$ cat src/rtl/bram_dual_be_client.sv
// bram_dual_be_client
//
// Initiator for an external dual-port byte-enable block RAM (one read port,
// one write port, one-cycle read latency). Client logic sees three streams:
// read requests, write requests and read responses. Read data is captured
// into a small response FIFO so the client can apply back-pressure without
// stalling the RAM pipeline.
//
// Handshake semantics (all three streams): a transfer happens on a rising
// CLK edge where valid && ready are both 1. A source holds valid and its
// payload stable until the transfer. ready may depend combinationally on
// the current cycle's inputs only where stated below.
//
// Ports
//   CLK, RST            clock (posedge) and synchronous active-high reset
//   rd_req_valid/ready  read request stream, payload rd_req_addr
//                       (ready depends on registered state only)
//   wr_req_valid/ready  write request stream, payload wr_req_addr/data/be
//                       (ready falls combinationally when a same-cycle read
//                       to the same address fires)
//   rd_rsp_valid/ready  read response stream, payload rd_rsp_data, returned
//                       in request order two cycles after the read fires
//   ram_*               direct RAM pins; ram_do is valid the cycle after ram_re
//
// RSP_DEPTH must be >= 2; a depth of 3 sustains one read per cycle.

module bram_dual_be_client #(
  parameter int ADDR_WIDTH = 1,
  parameter int DATA_WIDTH = 8,
  parameter int BE_WIDTH   = DATA_WIDTH / 8,
  parameter int RSP_DEPTH  = 3
) (
  input  logic                  CLK,
  input  logic                  RST,
  // read request
  input  logic                  rd_req_valid,
  output logic                  rd_req_ready,
  input  logic [ADDR_WIDTH-1:0] rd_req_addr,
  // write request
  input  logic                  wr_req_valid,
  output logic                  wr_req_ready,
  input  logic [ADDR_WIDTH-1:0] wr_req_addr,
  input  logic [DATA_WIDTH-1:0] wr_req_data,
  input  logic [BE_WIDTH-1:0]   wr_req_be,
  // read response
  output logic                  rd_rsp_valid,
  input  logic                  rd_rsp_ready,
  output logic [DATA_WIDTH-1:0] rd_rsp_data,
  // RAM pins
  output logic [ADDR_WIDTH-1:0] ram_rd_addr,
  output logic                  ram_re,
  output logic [ADDR_WIDTH-1:0] ram_wr_addr,
  output logic                  ram_we,
  output logic [BE_WIDTH-1:0]   ram_be,
  output logic [DATA_WIDTH-1:0] ram_di,
  input  logic [DATA_WIDTH-1:0] ram_do
);

  localparam int PTR_W = $clog2(RSP_DEPTH);
  localparam int CNT_W = $clog2(RSP_DEPTH + 1);

  localparam logic [PTR_W-1:0] LAST_PTR  = PTR_W'(RSP_DEPTH - 1);
  localparam logic [CNT_W:0]   DEPTH_EXT = (CNT_W + 1)'(RSP_DEPTH);

  // ---------------------------------------------------------------------
  // State
  // ---------------------------------------------------------------------
  logic                  inflight_q, inflight_d;
  logic [PTR_W-1:0]      wr_ptr_q,   wr_ptr_d;
  logic [PTR_W-1:0]      rd_ptr_q,   rd_ptr_d;
  logic [CNT_W-1:0]      count_q,    count_d;
  logic [DATA_WIDTH-1:0] mem_q [RSP_DEPTH];
  logic [DATA_WIDTH-1:0] mem_d [RSP_DEPTH];

  // ---------------------------------------------------------------------
  // Combinational issue / response logic
  // ---------------------------------------------------------------------
  logic           rd_fire;
  logic           wr_fire;
  logic           collide;
  logic           push;
  logic           pop;
  logic [CNT_W:0] occupancy;

  always_comb begin
    // A read slot is granted only if the FIFO can absorb every response
    // already owed (queued + the one on the RAM output) plus this one.
    // Using registered state only keeps rd_rsp_ready off this path.
    occupancy    = {1'b0, count_q} + {{CNT_W{1'b0}}, inflight_q};
    rd_req_ready = (occupancy < DEPTH_EXT);
    rd_fire      = rd_req_valid && rd_req_ready;

    // The RAM returns X on a same-address read/write in one cycle. The
    // read wins; the write is held off one cycle, so the read observes
    // pre-write data.
    collide      = rd_fire && (rd_req_addr == wr_req_addr);
    wr_req_ready = !collide;
    wr_fire      = wr_req_valid && wr_req_ready;

    // RAM pins. ram_re stays low when idle so ram_do holds its value.
    ram_re       = rd_fire;
    ram_rd_addr  = rd_req_addr;
    ram_we       = wr_fire;
    ram_wr_addr  = wr_req_addr;
    ram_be       = wr_req_be;
    ram_di       = wr_req_data;

    // Response FIFO interface
    rd_rsp_valid = (count_q != '0);
    rd_rsp_data  = mem_q[rd_ptr_q];
    push         = inflight_q;
    pop          = rd_rsp_valid && rd_rsp_ready;
  end

  // ---------------------------------------------------------------------
  // Next-state logic
  // ---------------------------------------------------------------------
  always_comb begin
    inflight_d = rd_fire;
    wr_ptr_d   = wr_ptr_q;
    rd_ptr_d   = rd_ptr_q;
    count_d    = count_q;
    mem_d      = mem_q;

    // Push is legal even when full: the accounting guarantees a full FIFO
    // with a read in flight cannot happen unless a pop frees the slot.
    if (push) begin
      mem_d[wr_ptr_q] = ram_do;
      wr_ptr_d        = (wr_ptr_q == LAST_PTR) ? '0 : wr_ptr_q + 1'b1;
    end

    if (pop) begin
      rd_ptr_d = (rd_ptr_q == LAST_PTR) ? '0 : rd_ptr_q + 1'b1;
    end

    unique case ({push, pop})
      2'b10:   count_d = count_q + 1'b1;
      2'b01:   count_d = count_q - 1'b1;
      default: count_d = count_q;
    endcase
  end

  // ---------------------------------------------------------------------
  // Registers
  // ---------------------------------------------------------------------
  // Control state: reset discards any in-flight read and queued responses.
  always_ff @(posedge CLK) begin
    if (RST) begin
      inflight_q <= 1'b0;
      wr_ptr_q   <= '0;
      rd_ptr_q   <= '0;
      count_q    <= '0;
    end else begin
      inflight_q <= inflight_d;
      wr_ptr_q   <= wr_ptr_d;
      rd_ptr_q   <= rd_ptr_d;
      count_q    <= count_d;
    end
  end

  // FIFO storage carries no reset; entries are only visible once counted.
  always_ff @(posedge CLK) begin
    mem_q <= mem_d;
  end

endmodule

$ cat config.mk
export PLATFORM = sky130hd
export DESIGN_NAME = bram_dual_be_client
export DESIGN_NICKNAME = d
export VERILOG_FILES = /design/src/rtl/bram_dual_be_client.sv
export SDC_FILE = /design/constraint.sdc
export NUM_CORES = 1
export LEC_CHECK = 0
export BUFFER_PORTS_ARGS = -buffer_cell sky130_fd_sc_hd__buf_4
export CORE_MARGIN = 8
export CORE_UTILIZATION = 48
export CTS_CLUSTER_SIZE = 16
export DETAILED_ROUTE_END_ITERATION = 8
export PLACE_DENSITY = 0.78
export SYNTH_ARGS = -nofsm -noshare
export SYNTH_HDL_FRONTEND = slang
export SYNTH_SLANG_ARGS = --single-unit
$ cat constraint.sdc
create_clock -name CLK -period 1.84 [get_ports CLK]
set_input_delay 0.184 -clock CLK [delete_from_list [all_inputs] [get_ports CLK]]
set_output_delay 0.184 -clock CLK [all_outputs]
set_load 0.03 [all_outputs]
======== After elaboration in Yosys (flattened, before gate mapping) ========
Cells that the tools add are included.
storage, ports and cells
  flip-flop bits (word level) ............. 31
  bits in latches ......................... 0
  bits in writable memories ............... 0
  ROM bits ................................ 0
  input bits .............................. 24
  output and inout port bits .............. 24
  logic and storage cells ................. 40
  memories ................................ 0
cells by class
  add/subtract/negate cells ............... 5
  multiply operators ...................... 0
  div/mod/pow operators ................... 0
  order comparisons ....................... 4
  equal/unequal tests ..................... 5
  shifts and indexed selects .............. 0
  muxes and demuxes ....................... 9
  bitwise operators ....................... 2
  reductions and logical operators ........ 8
operators by type and width
  cell                                                                   count
  24-bit bitwise mux                                                     1
  8-bit two-way mux                                                      3
  8-bit binary-select mux with 2-bit select                              1
  8-bit demux with 2-bit select                                          1
  2-bit by 1-bit adder with 2-bit output (second input constant)         3
  2-bit == test (second input constant)                                  3
  3-bit greater-or-equal comparator (second input constant)              2
  2-bit inverter with 3-bit output                                       2
  1-bit logical AND                                                      5
  2-bit two-way mux                                                      2
  2-bit one-hot mux with 2 select lines                                  1
  2-bit nonzero test                                                     2
  2-bit by 1-bit adder with 3-bit output                                 1
  3-bit by 1-bit < comparator with 1-bit output (second input constant)  1
  3-bit by 2-bit < comparator with 1-bit output (second input constant)  1
  2-bit by 1-bit == test with 1-bit output (second input constant)       1
  2-bit by 1-bit subtractor with 2-bit output (second input constant)    1
  1-bit == test                                                          1
  1-bit logical NOT                                                      1

======== Depth between registers and ports, before layout ========
Gate-level depths: netlist of the first run.
  depth in word-level cells ............... 6
  depth in mapped cells ................... 6
  mapped depth without buffers ............ 6

======== Worst setup path after synthesis of the first run ========
Ideal clock, no wire load.
  path type ............................... register to output
  from .................................... register count_q[0]
  to ...................................... output ram_we
  arrival time ............................ 2.205 ns
  data required time ...................... 1.656 ns
  path slack .............................. -0.549 ns
  cell stages (with the launch flop) ...... 6
  buffers on the path ..................... 0
  cell sequence ........................... dfxtp_1 > ha_1 > ha_1 > a21oi_1 > nand3_1 > and2_1
between the ends
  cells in the longest elaborated chain, start to end .. 6
RTL lines
  item                                           line  source
  start: declaration                             71    logic [CNT_W-1:0] count_q, count_d;
  start signal: assignment                       157   count_q <= count_d;
  2-bit by 1-bit adder with 3-bit output         89    occupancy = {1'b0, count_q} + {{CNT_W{1'b0}}, inflight_q};
  3-bit by 2-bit < comparator with 1-bit output  90    rd_req_ready = (occupancy < DEPTH_EXT);
  named net rd_req_ready                         37    output logic rd_req_ready,
  1-bit logical AND                              91    rd_fire = rd_req_valid && rd_req_ready;
  1-bit logical AND                              96    collide = rd_fire && (rd_req_addr == wr_req_addr);
  1-bit logical NOT                              97    wr_req_ready = !collide;
  named net wr_req_ready                         41    output logic wr_req_ready,
  1-bit logical AND                              98    wr_fire = wr_req_valid && wr_req_ready;
  end: declaration                               53    output logic ram_we,
The timed path passes the listed nets, and every way through them passes these cells.

======== Final worst setup path of the first run ========
  from .................................... register inflight_q
  to ...................................... output ram_we
between the ends
  cells in the longest elaborated chain, start to end .. 6
RTL lines
  item                                           line  source
  start: declaration                             68    logic inflight_q, inflight_d;
  start signal: assignment                       154   inflight_q <= inflight_d;
  2-bit by 1-bit adder with 3-bit output         89
  3-bit by 2-bit < comparator with 1-bit output  90
  1-bit logical AND                              91
  1-bit logical AND                              96
  1-bit logical NOT                              97
  1-bit logical AND                              98
No other way between the ends.

==> reports/qor.log, run 1 <==
INFO  clocking       buffers_from_clock_root_to_sink_at_most=2
INFO  place          dp_hpwl=1.80mm
INFO  setup_path     cp-startpoint=inflight_q$_SDFF_PP0_
INFO  die            die_area=4710µm²
INFO  die            floorplan.die.width=68.7µm
INFO  setup_path     critical_path_peak_fanout=3
INFO  clocking       cts-buffers-inserted=5
INFO  global_routing pin_count_of_the_biggest_net_entering_global_routing=12
INFO  power_and_ir_drop static-leakage-power=0.632nW
INFO  setup_path     cp_data_arrival_time=1.60ns
INFO  timing         tightest_slew=0.353ns
INFO  routing        ant_nets=0
INFO  routing        drc_errors=0
INFO  layout         final_design_area_excluding_fillers=1680µm²
INFO  global_routing grt_first_pass_wirelength=3.96mm
INFO  die            start_util=0.496
INFO  yosys          post-synth-top-area-fraction=0.541
INFO  layout         finalCoreUtilization=0.627
INFO  timing         timing.setup.tns=0ns
INFO  yosys          synth.net_count=131
INFO  yosys          synth.top_cells.by_area=sky130_fd_sc_hd__edfxtp_1, sky130_fd_sc_hd__dfxtp_1, sky130_fd_sc_hd__buf_4, sky130_fd_sc_hd__mux2i_1, sky130_fd_sc_hd__o21ai_0
INFO  clocking       cts_tree=yes
INFO  die            floorplan.die.height=68.7µm
INFO  power_and_ir_drop vdd.ir_drop.worst=0.000790V
INFO  place          port_buffers=29
INFO  timing         final_min_period_over_clock_period=0.970
INFO  power_and_ir_drop part_of_the_power_in_registers=0.453
INFO  layout         layout-drive-gt1-share=0.423
INFO  layout         num_antenna_cells=0
INFO  timing         final_hold_violating_endpoints=0
INFO  timing         slew-limit-headroom=0.764
INFO  yosys          synth_top_cell_by_area=sky130_fd_sc_hd__edfxtp_1
INFO  die            design.portCount=48
INFO  clocking       cts_root_buf=sky130_fd_sc_hd__clkbuf_4
INFO  global_routing globalRouteTotalUtil=0.118
INFO  setup_path     worstSetupEndpointType=primary output
INFO  power_and_ir_drop net_load_switching_power=641µW
INFO  yosys          synth_cells=104
INFO  hold_path      hold_path.startpoint=ram_do[4]
INFO  routing        routedWlPerCell=14.6µm
INFO  job            maxCapViolations=0
INFO  hold_path      worst_hold_path_class=in -> reg
INFO  clocking       clock_latency=0.33ns
INFO  timing         slew_violations=0
INFO  die            core_area=2690µm²
INFO  yosys          synth_cell_type_count=25
INFO  power_and_ir_drop power.internal=1.28mW
INFO  power_and_ir_drop clkPwrFrac=0.188
INFO  timing         layout_min_cycle_time=1.79ns
INFO  timing         rsz0062_at_grt=true
INFO  clocking       clock_sinks=31
INFO  clocking       h-tree-depth=2
INFO  routing        initial_drt_markers=11
INFO  timing         setup_viol_count_final=0
INFO  place          final_weighted_congestion_in_routability_driven_placement=0.700
INFO  power_and_ir_drop total_power=1.92mW
INFO  setup_path     worst_ep_required_time=1.66ns
INFO  global_routing antenna_found_initial=0
INFO  layout         final.fill_count=216
INFO  routing        vias_per_cell=5.11
INFO  setup_path     critPathLaunchType=flip-flop
INFO  routing        detail_route.first_pass.iterations=2
INFO  setup_path     critical_path.reg2reg.startpoint=count_q[0]$_SDFFE_PP0P_
INFO  yosys          synth.yosys.warnings=0
INFO  routing        routed-via-count=859
INFO  routing        route.final.wire_length=2.45mm
INFO  die            std_cell_rows=19
INFO  global_routing first_global_vias=873
INFO  place          dpl_cell_area=1570µm²
INFO  timing         worst_clock_skew=0.00270ns
INFO  yosys          mappedNetlistArea=1330µm²
INFO  power_and_ir_drop power.switching_fraction=0.333
INFO  power_and_ir_drop power-per-cell-area=1140nW/µm²
INFO  yosys          syn-mean-instance-area=12.8µm²
INFO  power_and_ir_drop comb_power_share=0.359
INFO  global_routing grt_ovf=0
INFO  layout         layout.nets=163
INFO  timing         hold_slack=0.0452ns
INFO  clocking       clock_transition_at_path_regs=0.09ns
INFO  yosys          postSynthRegisterBits=31
INFO  layout         area_delta_synth_final=26.5%
INFO  outcome        run_status=finished, final reports clean
INFO  timing         achievable-frequency=0.560GHz
INFO  setup_path     timing_worst_setup_path_type=reg -> out
INFO  yosys          synth_seq_area_share=0.647
==> power by group through the flow <==
stage	Clock, mW	Sequential [mW]	Combinational, mW
5_1_grt	0.405	0.881	0.743
2_1_floorplan	0	0.860	0.469
3_5_place_dp	0	0.882	0.629
4_1_cts	0.378	0.868	0.693
3_3_place_gp	0	0.878	0.615
6_report	0.362	0.872	0.690
==> flip-flops by register name (all words and copies together) (netlist names) <==
name / count
count_q: 2
inflight_q: 1
mem_q: 24
wr_ptr_q: 2
rd_ptr_q: 2
==> routing by layer <==
metal / track usage / vias to the layer above / wire length [µm]
li1: - / 418 / -
met1: 0.115 / 398 / 933
met2: 0.190 / 33 / 1230
met3: 0.0630 / 10 / 225
met4: 0.0793 / 0 / 66
met5: 0 / - / 0
==> worst max-delay path, stage by stage, from the launching register on <==
cell	delay (ns)
sky130_fd_sc_hd__dfxtp_4	0.36
sky130_fd_sc_hd__ha_4	0.16
sky130_fd_sc_hd__ha_4	0.22
sky130_fd_sc_hd__a21oi_4	0.16
sky130_fd_sc_hd__nand3_4	0.08
sky130_fd_sc_hd__and2_4	0.16
sky130_fd_sc_hd__buf_6	0.13
==> per-stage QoR <==
| step | setup slack, ns | std cells |
|---|---|---|
| after floorplan | 0.0393 | 104 |
| final | 0.0545 | 168 |
| after global placement | 0.197 | 157 |
| after detailed placement | 0.149 | 157 |
| after global routing | -0.00139 | 168 |
| after CTS | 0.0358 | 168 |
==> cell families (layout without fill, tap and decap cells) <==
| kind of cell | after synthesis | after routing | share of synthesized area |
|---|---|---|---|
| muxes | 9 | 9 | 0.0686 |
| and+or+nand+nor | 27 | 27 | 0.0968 |
| buffers and inverters | 16 | 49 | 0.0771 |
| DFF | 31 | 31 | 0.647 |
| adders and majority gates | 3 | 3 | 0.0282 |
| xor gates and xnor gates | 3 | 3 | 0.0197 |
| AOI/OAI and AO/OA | 15 | 15 | 0.0630 |
==> cell usage in the layout, fill, tap and decap left out, types with 2 or more instances in the layout <==
cell / n
sky130_fd_sc_hd__dfxtp_1: 4
sky130_fd_sc_hd__o21ai_0: 9
sky130_fd_sc_hd__nor2_1: 4
sky130_fd_sc_hd__or3_1: 2
sky130_fd_sc_hd__mux2i_1: 8
sky130_fd_sc_hd__ha_4: 2
sky130_fd_sc_hd__nor2b_1: 2
sky130_fd_sc_hd__inv_1: 2
sky130_fd_sc_hd__nand2_1: 12
sky130_fd_sc_hd__a21oi_1: 3
sky130_fd_sc_hd__clkbuf_4: 5
sky130_fd_sc_hd__dfxtp_4: 2
sky130_fd_sc_hd__xnor2_1: 2
sky130_fd_sc_hd__edfxtp_1: 24
sky130_fd_sc_hd__clkbuf_1: 2
sky130_fd_sc_hd__buf_4: 38
==> final timing paths <==
check,slack [ns],cells past startpoint,to
worst max register to register,0.20,6,count_q[1]$_SDFFE_PP0P_
worst min-delay path,0.05,1,mem_q[20]$_DFFE_PP_
worst max-delay path,0.05,6,ram_we
worst min register to register,0.54,2,rd_ptr_q[0]$_SDFFE_PP0P_
==> Yosys cell counts <==
library cell,number
sky130_fd_sc_hd__inv_1,2
sky130_fd_sc_hd__o21ba_2,1
sky130_fd_sc_hd__dfxtp_1,7
sky130_fd_sc_hd__nand3_1,1
sky130_fd_sc_hd__mux2_2,1
sky130_fd_sc_hd__buf_4,11
sky130_fd_sc_hd__buf_2,1
sky130_fd_sc_hd__nor2b_1,3
sky130_fd_sc_hd__xnor2_1,2
sky130_fd_sc_hd__mux2i_1,8
sky130_fd_sc_hd__nand2_1,12
sky130_fd_sc_hd__o21ai_2,1
sky130_fd_sc_hd__o21ai_0,9
sky130_fd_sc_hd__and2_1,2
sky130_fd_sc_hd__or2_2,1
sky130_fd_sc_hd__ha_1,3
sky130_fd_sc_hd__or3b_1,1
sky130_fd_sc_hd__nor2_1,4
sky130_fd_sc_hd__a21oi_1,4
sky130_fd_sc_hd__clkbuf_1,1
sky130_fd_sc_hd__nor3_1,1
sky130_fd_sc_hd__xor2_1,1
sky130_fd_sc_hd__or3_1,2
sky130_fd_sc_hd__buf_1,1
sky130_fd_sc_hd__edfxtp_1,24
==> layout make-up <==
| cell class | count | area [µm²] | share of cell area |
|---|---|---|---|
| flip-flops and latches | 31 | 870 | 0.516 |
| multi-input cells | 57 | 422 | 0.250 |
| repair buffers | 39 | 297 | 0.176 |
| clock buffers | 7 | 45.0 | 0.0267 |
| well taps | 31 | 38.8 | 0.0230 |
| inverters | 2 | 7.51 | 0.00446 |
| clock inverters | 1 | 5.00 | 0.00297 |
==> what timing repair did <==
action | in CTS | in global routing
hold buffers | 0 | 0
setup endpoints to repair | 3 | 6
pin swaps | 1 | 0
buffers inserted | 3 | 0
resized for setup | 9 | 2
No activity file was read; power rests on OpenSTA's default activity.
==> run 2: changes to the inputs <==
ABC_AREA = 1   (was not set)
PLACE_DENSITY = 0.77   (was 0.78)
==> run 2 against run 1 <==
  * Setup slack lost 0.0012 ns
  * Via count is 12% higher
  * Die area grew 1.7%
  * Design area decreased by 0.15%
  * Sequential share of layout area shrank 0.29 points
  * Largest power group unchanged
==> reports/qor.log, run 2 <==
INFO  outcome        run_status=finished, final reports clean
INFO  yosys          mappedNetlistArea=1360µm²
INFO  clocking       cts_hold_buf=0
INFO  yosys          synth-edff-count=24
INFO  layout         multi_input_comb_area=389µm²
INFO  yosys          synth_top_cell_by_area=sky130_fd_sc_hd__edfxtp_1
INFO  layout         layout-drive-gt1-share=0.365
INFO  global_routing antenna_found_initial=0
INFO  global_routing grt_first_pass_wirelength=4.57mm
INFO  global_routing globalRouteTotalUtil=0.118
INFO  setup_path     worst_ep_required_time=1.66ns
INFO  global_routing pin_count_of_the_biggest_net_entering_global_routing=11
INFO  clocking       h-tree-depth=2
INFO  timing         slew-limit-headroom=0.718
INFO  yosys          synth.net_count=157
INFO  timing         slew_violations=0
INFO  setup_path     critPathLaunchType=flip-flop
INFO  timing         timing.setup.tns=0ns
INFO  yosys          syn-mean-instance-area=10.5µm²
INFO  power_and_ir_drop static-leakage-power=0.703nW
INFO  timing         final_min_period_over_clock_period=0.971
INFO  yosys          post-synth-top-area-fraction=0.529
INFO  layout         area_delta_synth_final=23.5%
INFO  layout         largest_register_ffs=24
INFO  routing        routed-via-count=964
INFO  setup_path     cp-startpoint=inflight_q$_SDFF_PP0_
INFO  layout         num_antenna_cells=0
INFO  place          dp_hpwl=2.01mm
INFO  die            core_area=2730µm²
INFO  die            design.portCount=48
INFO  clocking       cts_tree=yes
INFO  routing        ant_nets=0
INFO  yosys          yosys_most_used_dff=sky130_fd_sc_hd__edfxtp_1
INFO  yosys          postSynthRegisterBits=31
INFO  timing         layout_min_cycle_time=1.79ns
INFO  clocking       cts_root_buf=sky130_fd_sc_hd__clkbuf_4
INFO  setup_path     timing_worst_setup_path_type=reg -> out
INFO  job            maxCapViolations=0
INFO  setup_path     timing.critical_path.cells=ha_4, ha_4, nand2_2, nand3b_1, a21oi_2, nor2_1, buf_4
INFO  timing         rsz0062_at_grt=true
INFO  yosys          synth.top_cells.by_area=sky130_fd_sc_hd__edfxtp_1, sky130_fd_sc_hd__dfxtp_1, sky130_fd_sc_hd__nand2_1, sky130_fd_sc_hd__buf_4, sky130_fd_sc_hd__nand3_1
INFO  yosys          synth_cells=130
INFO  global_routing grt_ovf=0
INFO  hold_path      hold_path.startpoint=RST
INFO  timing         setup_viol_count_final=0
INFO  routing        route.final.wire_length=2.83mm
INFO  place          place_worst_setup_slack=0.260ns
INFO  timing         achievable-frequency=0.560GHz
INFO  layout         register_area=863µm²
INFO  clocking       clock_transition_at_path_regs=0.10ns
INFO  setup_path     worst_path_largest_cell_delay=0.36ns
INFO  timing         final_worst_setup_slack=0.0532ns
INFO  yosys          synth_seq_area_share=0.632
INFO  layout         largest_register=mem_q
INFO  die            die_area=4800µm²
INFO  layout         finalCoreUtilization=0.615
INFO  routing        routedWlPerCell=14.9µm
INFO  timing         final_hold_violating_endpoints=0
INFO  clocking       buffers_from_clock_root_to_sink_at_most=2
INFO  routing        drc_errors=0
INFO  setup_path     critical_path_peak_fanout=3
INFO  setup_path     cp_data_arrival_time=1.60ns
INFO  layout         layout.nets=185
INFO  power_and_ir_drop vdd.ir_drop.worst=0.000743V
INFO  yosys          post_synth_most_frequent_cells=sky130_fd_sc_hd__nand2_1, sky130_fd_sc_hd__edfxtp_1, sky130_fd_sc_hd__buf_4, sky130_fd_sc_hd__inv_1, sky130_fd_sc_hd__nand3_1
INFO  yosys          synth_cell_type_count=19
INFO  setup_path     worst_path_most_repeated_cell=sky130_fd_sc_hd__ha_4
INFO  place          port_buffers=29
INFO  clocking       clock_latency=0.32ns
INFO  global_routing first_global_vias=1,006
INFO  yosys          synth.yosys.warnings=0
INFO  die            floorplan.die.width=69.3µm
INFO  clocking       cts-buffers-inserted=5
INFO  yosys          synthArstFlopShare=0
INFO  layout         mostFrequentLayoutCells=sky130_fd_sc_hd__nand2_1, sky130_fd_sc_hd__buf_4, sky130_fd_sc_hd__edfxtp_1, sky130_fd_sc_hd__inv_1, sky130_fd_sc_hd__nand3_1
INFO  setup_path     worstSetupEndpointType=primary output
INFO  clocking       clock_sinks=31
INFO  hold_path      worst_hold_path_class=in -> reg
INFO  layout         final.fill_count=205
INFO  yosys          synth_most_common_cell=sky130_fd_sc_hd__nand2_1
INFO  die            std_cell_rows=19
INFO  power_and_ir_drop power-per-cell-area=1110nW/µm²
INFO  timing         worst_clock_skew=0.0103ns
INFO  routing        vias_per_cell=5.07
INFO  place          final_weighted_congestion_in_routability_driven_placement=0.790
INFO  die            start_util=0.498
INFO  setup_path     critical_path.reg2reg.startpoint=count_q[0]$_SDFFE_PP0P_
INFO  timing         tightest_slew=0.423ns
INFO  setup_path     worst_path_max_delay_cell=sky130_fd_sc_hd__dfxtp_2
INFO  routing        initial_drt_markers=69
INFO  die            floorplan.die.height=69.3µm
INFO  routing        detail_route.first_pass.iterations=4
-- run 2: cells by family after synthesis --
kind of cell / after synthesis / share of synthesized area
DFF: 31 / 0.632
adders and majority gates: 3 / 0.0276
and+or+nand+nor: 61 / 0.203
AOI/OAI and AO/OA: 8 / 0.0322
buffers and inverters: 27 / 0.105
-- run 2: final timing paths --
path	to	slack, ns	cells past startpoint
min reg2reg	wr_ptr_q[1]$_SDFFE_PP0P_	0.47	2
max reg2reg	count_q[1]$_SDFFE_PP0P_	0.36	11
max	ram_we	0.05	7
min	inflight_q$_SDFF_PP0_	0.04	2
-- run 2: layout make-up --
class | count | area share
tap | 31 | 0.0231
inverter | 16 | 0.0357
clock inverter | 2 | 0.0208
sequential | 31 | 0.513
multi-input combinational | 72 | 0.231
clock buffer | 6 | 0.0305
timing repair buffer | 32 | 0.145
-- run 2: through the flow --
| step | area [µm²] | instances | power [mW] | hold slack, ns |
|---|---|---|---|---|
| floorplan | 1360 | 130 | 1.17 | 0.253 |
| global placement | 1540 | 180 | 1.29 | 0.368 |
| detailed placement | 1540 | 180 | 1.31 | 0.368 |
| CTS | 1670 | 190 | 1.87 | 0.0261 |
| global route | 1680 | 190 | 1.96 | 0.0217 |
| finish | 1680 | 190 | 1.87 | 0.0383 |
-- run 2: what timing repair did --
action                                  4_1_cts  5_1_grt
buffers inserted                              2        0
resized for setup                             5        3
endpoints found under the setup margin        2        2
pin swaps                                     3        4
-- run 2: report_power, final --
group / switching (mW) / internal, mW
sequential: 0.0317 / 0.792
combinational: 0.314 / 0.186
clock: 0.226 / 0.321
-- run 2: worst max-delay path, delay by kind of cell (launching register included) --
family	cells	cell delay, ns
flip-flops	1	0.36
AO/OA/AOI/OAI	1	0.15
buffers and inverters	1	0.16
adder cells (fa/ha/maj)	2	0.37
AND/OR/NAND/NOR	3	0.24
-- run 2: layer usage --
metal  vias up  share of wire  global-route usage
met4         0          0.043              0.0866
met5         -              0                   0
met3        17          0.078              0.0458
met1       428           0.40               0.122
met2        45           0.48               0.190
li1        474              -                   -
==> run 3: changes to the inputs <==
clock period = 1.9 ns   (was 1.84 ns; I/O delays follow)
==> run 3 against run 2 <==
  * Final cell count unchanged
  * Critical endpoint unchanged
  * Die area unchanged
  * Clock skew about the same
  * Flip-flop and latch count unchanged
  * Sequential power down 3.2%
==> reports/qor.log, run 3 (synthesized netlist as in run 2, its figures left out) <==
INFO  outcome        run_status=finished, final reports clean
INFO  layout         largest_register=mem_q
INFO  timing         final_hold_violating_endpoints=0
INFO  global_routing grt_first_pass_wirelength=4.57mm
INFO  setup_path     critical_path.n_buffers_inverters=1
INFO  place          place_worst_setup_slack=0.314ns
INFO  routing        detail_route.first_pass.iterations=6
INFO  timing         achievable-frequency=0.557GHz
INFO  power_and_ir_drop vdd.ir_drop.worst=0.000719V
INFO  timing         rsz0062_at_grt=false
INFO  die            design.portCount=48
INFO  setup_path     worst_ep_required_time=1.71ns
INFO  routing        initial_drt_markers=60
INFO  layout         final_cells=190
INFO  layout         area_delta_synth_final=23.5%
INFO  timing         worst_clock_skew=0.0107ns
INFO  power_and_ir_drop static-leakage-power=0.703nW
INFO  timing         timing.setup.tns=0ns
INFO  global_routing first_global_vias=1,006
INFO  clocking       cts_tree=yes
INFO  layout         layout.nets=185
INFO  timing         layout_min_cycle_time=1.80ns
INFO  clocking       buffers_from_clock_root_to_sink_at_most=2
INFO  clocking       cts-buffers-inserted=5
INFO  routing        vias_per_cell=5.17
INFO  clocking       clock_sinks=31
INFO  place          final_weighted_congestion_in_routability_driven_placement=0.790
INFO  clocking       cts_root_buf=sky130_fd_sc_hd__clkbuf_4
INFO  setup_path     worst_path_max_delay_cell=sky130_fd_sc_hd__dfxtp_2
INFO  layout         largest_register_ffs=24
INFO  layout         final.fill_count=202
INFO  layout         num_antenna_cells=0
INFO  place          dpl_cells=180
INFO  timing         final_min_period_over_clock_period=0.945
INFO  hold_path      worst_hold_path_class=in -> reg
INFO  clocking       cts_hold_buf=0
INFO  job            maxCapViolations=0
INFO  timing         setup_viol_count_final=0
INFO  routing        routed-via-count=982
INFO  die            core_area=2730µm²
INFO  routing        routedWlPerCell=15.1µm
INFO  timing         final_worst_setup_slack=0.104ns
INFO  global_routing grt_ovf=0
INFO  timing         tightest_slew=0.423ns
INFO  global_routing globalRouteTotalUtil=0.117
INFO  setup_path     timing_worst_setup_path_type=reg -> out
INFO  routing        drc_errors=0
INFO  clocking       clock_latency=0.32ns
INFO  place          dp_hpwl=2.01mm
INFO  setup_path     timing.critical_path.cells=ha_4, ha_4, nand2_2, nand3b_1, a21oi_2, nor2_1, buf_4
INFO  timing         slew-limit-headroom=0.718
INFO  routing        ant_nets=0
INFO  setup_path     cp_top_family=adder cells
INFO  routing        route.final.wire_length=2.87mm
INFO  die            start_util=0.498
INFO  global_routing pin_count_of_the_biggest_net_entering_global_routing=11
INFO  layout         layout-drive-gt1-share=0.365
INFO  setup_path     worstSetupEndpointType=primary output
INFO  power_and_ir_drop total_power=1.82mW
INFO  setup_path     critical_path_peak_fanout=3
INFO  timing         slew_violations=0
INFO  clocking       h-tree-depth=2
INFO  setup_path     critPathLaunchType=flip-flop
INFO  die            floorplan.die.width=69.3µm
INFO  setup_path     worst_path_most_repeated_cell=sky130_fd_sc_hd__ha_4
INFO  global_routing antenna_found_initial=0
INFO  clocking       clock_transition_at_path_regs=0.10ns
INFO  die            die_area=4800µm²
INFO  place          port_buffers=29
INFO  setup_path     cp_data_arrival_time=1.61ns
INFO  layout         mostFrequentLayoutCells=sky130_fd_sc_hd__nand2_1, sky130_fd_sc_hd__buf_4, sky130_fd_sc_hd__edfxtp_1, sky130_fd_sc_hd__inv_1, sky130_fd_sc_hd__nand3_1
INFO  setup_path     worst_path_largest_cell_delay=0.36ns
INFO  die            floorplan.die.height=69.3µm
INFO  power_and_ir_drop power-per-cell-area=1080nW/µm²
INFO  die            std_cell_rows=19
## run 3: cell counts in the layout (fill, tap and decap cells not counted)
Identical to the previous run, type by type.
## run 3: through the flow
stage / hold WS, ns / cell area (µm²) / utilization
global route: 0.0304 / 1680 / 0.615
global placement: 0.378 / 1540 / 0.564
detailed placement: 0.380 / 1540 / 0.564
CTS: 0.0321 / 1650 / 0.602
floorplan: 0.259 / 1360 / -
finish: 0.0465 / 1680 / 0.615
## run 3: timing repair
item                       CTS  global route
setup buffers                1             1
gates resized for setup      4             4
setup endpoints to repair    2             2
gates cloned                 0             0
pin swaps                    3             4
## run 3: path summary, 6_finish.rpt
path                            startpoint                  endpoint  slack [ns]  depth (start not counted)
setup / recovery     inflight_q$_SDFF_PP0_                    ram_we        0.10                          7
hold / removal                         RST     inflight_q$_SDFF_PP0_        0.05                          2
setup reg to reg   count_q[0]$_SDFFE_PP0P_   count_q[1]$_SDFFE_PP0P_        0.41                         11
hold reg to reg   wr_ptr_q[1]$_SDFFE_PP0P_  wr_ptr_q[1]$_SDFFE_PP0P_        0.47                          2
## run 3: final cells by class
class / count / area, µm² / share of cell area
flip-flops and latches: 31 / 863 / 0.513
clock buffers: 6 / 51.3 / 0.0305
inverters: 16 / 60.1 / 0.0357
repair buffers: 32 / 244 / 0.145
well taps: 31 / 38.8 / 0.0231
clock inverters: 2 / 35.0 / 0.0208
multi-input cells: 72 / 389 / 0.231
## run 3: layer usage
metal  up-vias  track usage  wire (µm)
li1        472            -          -
met1       448        0.121       1120
met2        47        0.192       1420
met3        15       0.0458        226
met4         0       0.0820        102
met5         -            0          0
## run 3: power by group
group          internal [mW]  switching, mW  total (mW)
sequential             0.767         0.0309       0.798
clock                  0.311          0.220       0.531
combinational          0.180          0.306       0.486
total                   1.26          0.557        1.82
